==> config.mk <==
export PLATFORM = sky130hd
export DESIGN_NAME = apb_fifo_slave
export DESIGN_NICKNAME = d
export VERILOG_FILES = /design/src/rtl/apb_fifo_slave.sv
export SDC_FILE = /design/constraint.sdc
export NUM_CORES = 1
export LEC_CHECK = 0
export ABC_AREA = 1
export CAP_MARGIN = 20
export CORE_ASPECT_RATIO = 0.5
export CORE_UTILIZATION = 45
export DETAILED_ROUTE_END_ITERATION = 16
export PLACE_DENSITY = 0.59
export SLEW_MARGIN = 10
export SYNTH_ARGS = -nofsm -noshare
export SYNTH_HDL_FRONTEND = slang
export SYNTH_SLANG_ARGS = --single-unit
==> constraint.sdc <==
create_clock -name PCLK -period 4.5 [get_ports PCLK]
set_input_delay 0.675 -clock PCLK [delete_from_list [all_inputs] [get_ports PCLK]]
set_output_delay 0.675 -clock PCLK [all_outputs]
set_load 0.01 [all_outputs]
==> src/rtl/apb_fifo_slave.sv <==
// APB completer exposing a word FIFO mailbox, status/control and scratch registers.
// Optional interrupt enable and irq output are compiled in with APB_FIFO_SLAVE_IRQ_EN.
module apb_fifo_slave #(
    parameter int unsigned DEPTH       = 16,
    parameter int unsigned WAIT_CYCLES = 0
) (
    input  logic        PCLK,
    input  logic        PRESETn,
    input  logic [31:0] PADDR,
    input  logic [31:0] PWDATA,
    input  logic        PWRITE,
    input  logic        PENABLE,
    input  logic        PSEL,
    output logic [31:0] PRDATA,
    output logic        PREADY,
    output logic        irq
);
    localparam int unsigned AW = $clog2(DEPTH);
    localparam int unsigned CW = AW + 1;
    localparam logic [CW-1:0] CntFull  = CW'(DEPTH);
    localparam logic [2:0]    WaitLast = 3'(WAIT_CYCLES);

    localparam logic [9:0] AddrFdr = 10'h000;
    localparam logic [9:0] AddrFsr = 10'h001;
    localparam logic [9:0] AddrFcr = 10'h002;
    localparam logic [9:0] AddrScr = 10'h003;

    logic [31:0]   mem_q [DEPTH];
    logic [AW-1:0] wr_ptr_q, wr_ptr_d, rd_ptr_q, rd_ptr_d;
    logic [CW-1:0] count_q, count_d;
    logic          ovf_q, ovf_d, udf_q, udf_d;
    logic [31:0]   scr_q, scr_d;
    logic [2:0]    wcnt_q, wcnt_d;
    logic          ien;

    logic [9:0]  reg_addr;
    logic        access, empty, full;
    logic        wr_fdr, rd_fdr, wr_fcr, wr_scr, clr, push, pop;
    logic [31:0] rdata;
    logic        unused_paddr;

    assign unused_paddr = ^{PADDR[31:12], PADDR[1:0]};

    assign reg_addr = PADDR[11:2];
    assign access   = PSEL & PENABLE;
    // Gated by reset so a transfer caught mid-ACCESS by reset never completes.
    assign PREADY   = PRESETn & access & (wcnt_q == WaitLast);

    assign empty  = (count_q == '0);
    assign full   = (count_q == CntFull);
    assign wr_fdr = PREADY & PWRITE & (reg_addr == AddrFdr);
    assign rd_fdr = PREADY & ~PWRITE & (reg_addr == AddrFdr);
    assign wr_fcr = PREADY & PWRITE & (reg_addr == AddrFcr);
    assign wr_scr = PREADY & PWRITE & (reg_addr == AddrScr);
    assign clr    = wr_fcr & PWDATA[0];
    assign push   = wr_fdr & ~full;
    assign pop    = rd_fdr & ~empty;

    always_comb begin
        wcnt_d   = (access && !PREADY) ? wcnt_q + 3'd1 : 3'd0;
        wr_ptr_d = wr_ptr_q;
        rd_ptr_d = rd_ptr_q;
        count_d  = count_q;
        ovf_d    = ovf_q;
        udf_d    = udf_q;
        scr_d    = wr_scr ? PWDATA : scr_q;
        if (clr) begin
            wr_ptr_d = '0;
            rd_ptr_d = '0;
            count_d  = '0;
            ovf_d    = 1'b0;
            udf_d    = 1'b0;
        end else begin
            if (push) begin
                wr_ptr_d = wr_ptr_q + AW'(1);
                count_d  = count_q + CW'(1);
            end
            if (pop) begin
                rd_ptr_d = rd_ptr_q + AW'(1);
                count_d  = count_q - CW'(1);
            end
            if (wr_fdr && full) ovf_d = 1'b1;
            if (rd_fdr && empty) udf_d = 1'b1;
        end
    end

    always_ff @(posedge PCLK or negedge PRESETn) begin
        if (!PRESETn) begin
            wr_ptr_q <= '0;
            rd_ptr_q <= '0;
            count_q  <= '0;
            ovf_q    <= 1'b0;
            udf_q    <= 1'b0;
            scr_q    <= '0;
            wcnt_q   <= '0;
        end else begin
            wr_ptr_q <= wr_ptr_d;
            rd_ptr_q <= rd_ptr_d;
            count_q  <= count_d;
            ovf_q    <= ovf_d;
            udf_q    <= udf_d;
            scr_q    <= scr_d;
            wcnt_q   <= wcnt_d;
        end
    end

    // Storage is not reset; CLR only rewinds the pointers.
    always_ff @(posedge PCLK) begin
        if (push) mem_q[wr_ptr_q] <= PWDATA;
    end

    always_comb begin
        rdata = '0;
        case (reg_addr)
            AddrFdr: rdata = empty ? 32'd0 : mem_q[rd_ptr_q];
            AddrFsr: begin
                rdata[0]       = empty;
                rdata[1]       = full;
                rdata[2]       = ovf_q;
                rdata[3]       = udf_q;
                rdata[4]       = ien;
                rdata[16 +: CW] = count_q;
            end
            AddrScr: rdata = scr_q;
            default: rdata = '0;
        endcase
        PRDATA = (PRESETn && PSEL && !PWRITE) ? rdata : 32'd0;
    end

`ifdef APB_FIFO_SLAVE_IRQ_EN
    logic ien_q;

    always_ff @(posedge PCLK or negedge PRESETn) begin
        if (!PRESETn) begin
            ien_q <= 1'b0;
        end else if (wr_fcr) begin
            ien_q <= PWDATA[1];
        end
    end

    assign ien = ien_q;
    assign irq = ien_q & (~empty | ovf_q);
`else
    assign ien = 1'b0;
    assign irq = 1'b0;
`endif

endmodule

==> metrics.yaml <==
status: "finished clean"
timing.final.crit_share: 0.894
setup_viol: 0
overflow: 0
reg2reg_slack_ns: 1.61
slowest_delay_ns: 0.60
dieWidth_um: 330
leakage_nw: 11.0
cap_violations: 0
hold_viol: 0
postCtsSetupRepairBufs: 0
seq_area_frac_synth: 0.685
syn_avg_cell_area_um2: 10.4
async_reset_ff_frac: 0.0890
path_class: "reg -> out"
vdd_drop_max_mv: 0.309
multiInputGateArea_um2: 6200
clk_path_buf_depth: 3
coreArea_um2: 52600
syn-cell-area_um2: 24300
drt-initial-drc-count: 1756
hold_path_class: "in -> async"
cts_hold_buf: 0
drt-total-wl_um: 62400
die_y_um: 166
gp_congestion: 0.794
finalInstanceArea_um2: 27800
cts_tree: "yes"
critPathSlowestCell: "clkdlybuf4s50_1"
nFillCells: 4539
drc: 0
synthesis.instances: 2333
crit_path_cell_trace: "buf_4 -> nor2_4 -> buf_4 -> nand3_1 -> nand2_1 -> inv_1 -> nand3_1 -> nand2_1 -> nand2_1 -> a21oi_1 -> clkdlybuf4s50_1"
initial_core_util: 0.461
ios: 103
post_cts_resized: 0
path_buf_inv: 4
first_pass_iters: 7
place_hpwl_um: 35600
cp.required_ns: 3.83
grt_pass1_vias: 15300
syn_nets: 2413
die_area_um2: 54900
path_clk_slew_ns: 0.07
yosysWarnings: 0
nNetsFinal: 2487
layout_common_cells: "nand2_1 (863), edfxtp_1 (512), nand3_1 (373)"
critical_path.max_fanout: 25
tightest_slew_ns: 0.907
synth_edf_count: 512
start_kind: "flip-flop"
port-buffer-count: 79
postPlaceCellArea_um2: 26200
yosysUniqueCellTypes: 36
grt_max_degree: 95
skew_ns: 0.0133
vias: 16400
wl_per_cell_um: 19.8
slew_headroom: 0.394
cts_sinks: 562
synth_seq_cells: 562
area_delta_synth_final_pct: 14.4
drive_gt1_frac: 0.0727
vias_per_cell: 5.21
regArea_um2: 16600
grt_pass1_wl_um: 94500
clock-root-buffer: "clkbuf_16"
rsz0062_at_grt: "false"
timing.fmax_mhz: 249
cts_buffers: 51
mostFrequentLayoutCell: "nand2_1"
worst_path_most_repeated_cell: "nand2_1"
tns_ns: 0
drv_slew: 0
crit_path_end_kind: "output pin"
fin_crit_ns: 4.02
crit_family: "buffers and inverters"
rows: 59
antenna_found_initial: 0
powerDensity_nw_per_um2: 363
ant_nets: 0
ys.flop_type: "edfxtp_1"
fin_total_pwr_mw: 10.1
htree_levels: 2
arrival_ns: 3.35
track_usage: 0.230
worstSkewPairLatency_ns: 0.58
n_antenna_cell: 0
-- stage by stage --
| stage | utilization | cells | setup slack (ns) | hold slack [ns] |
|---|---|---|---|---|
| after floorplan | - | 2333 | 1.20 | 0.379 |
| after detailed placement | 0.497 | 3055 | 0.617 | 0.458 |
| after global routing | 0.527 | 3149 | 0.293 | 0.378 |
| after global placement | 0.497 | 3055 | 0.635 | 0.452 |
| final | 0.527 | 3149 | 0.476 | 0.324 |
| after CTS | 0.527 | 3149 | 0.431 | 0.338 |
-- power by group --
part	internal, mW	switching [mW]	total [mW]	leakage, nW
clock network	2.32	1.89	4.21	0.771
logic	0.0467	0.121	0.168	5.02
registers	5.69	0.00163	5.70	5.23
-- layer usage --
metal	part of all wire	track usage	vias up
met3	0.066	0.0363	73
met4	0.015	0.0435	0
met1	0.48	0.358	7964
met5	0	0	-
li1	-	-	7849
met2	0.44	0.341	515
-- flip-flops by register name, summed over array words and instances (netlist names) --
name,flops
ovf_q,1
count_q,5
wr_ptr_q,4
scr_q,32
wcnt_q,3
mem_q,512
rd_ptr_q,4
udf_q,1
-- final timing paths --
check	cells after the start	start	to
setup / recovery	11	rd_ptr_q[1]$_DFFE_PN0P_	PRDATA[17]
hold / removal	2	PRESETn	count_q[1]$_DFFE_PN0P_
setup reg to reg	9	wcnt_q[0]$_DFF_PN0_	mem_q[2][14]$_DFFE_PP_
hold reg to reg	2	scr_q[21]$_DFFE_PN0P_	scr_q[21]$_DFFE_PN0P_
max in group asynchronous	2	PRESETn	rd_ptr_q[1]$_DFFE_PN0P_
min in group PCLK	2	scr_q[21]$_DFFE_PN0P_	scr_q[21]$_DFFE_PN0P_
-- cells in the mapped netlist (8+ instances only) --
master    count  area share
o21ai_0      17      0.0035
nand4_1       9      0.0023
nand2_1     863        0.13
nor2_1       48      0.0074
edfxtp_1    512        0.63
buf_2        71       0.015
inv_2         8      0.0012
a21oi_1      37      0.0076
ha_1         10      0.0052
nand3_1     373       0.077
clkbuf_1     27      0.0042
inv_1       249       0.039
dfrtp_1      50       0.052
-- logic make-up after synthesis --
family,after synthesis,synth area share
other,1,0.000155
and+or+nand+nor,1317,0.228
buffers and inverters,374,0.0645
adders and majority gates,11,0.00598
AOI/OAI and AO/OA,62,0.0137
xor gates and xnor gates,6,0.00217
DFF,562,0.685
-- final cells by class --
type	instances	share of cell area
flip-flops and latches	562	0.599
multi-input cells	1397	0.224
repair buffers	138	0.0537
clock buffers	77	0.0517
inverters	257	0.0351
well taps	701	0.0316
clock inverters	17	0.00509
Note: power is estimated with default switching activity, not from simulation.
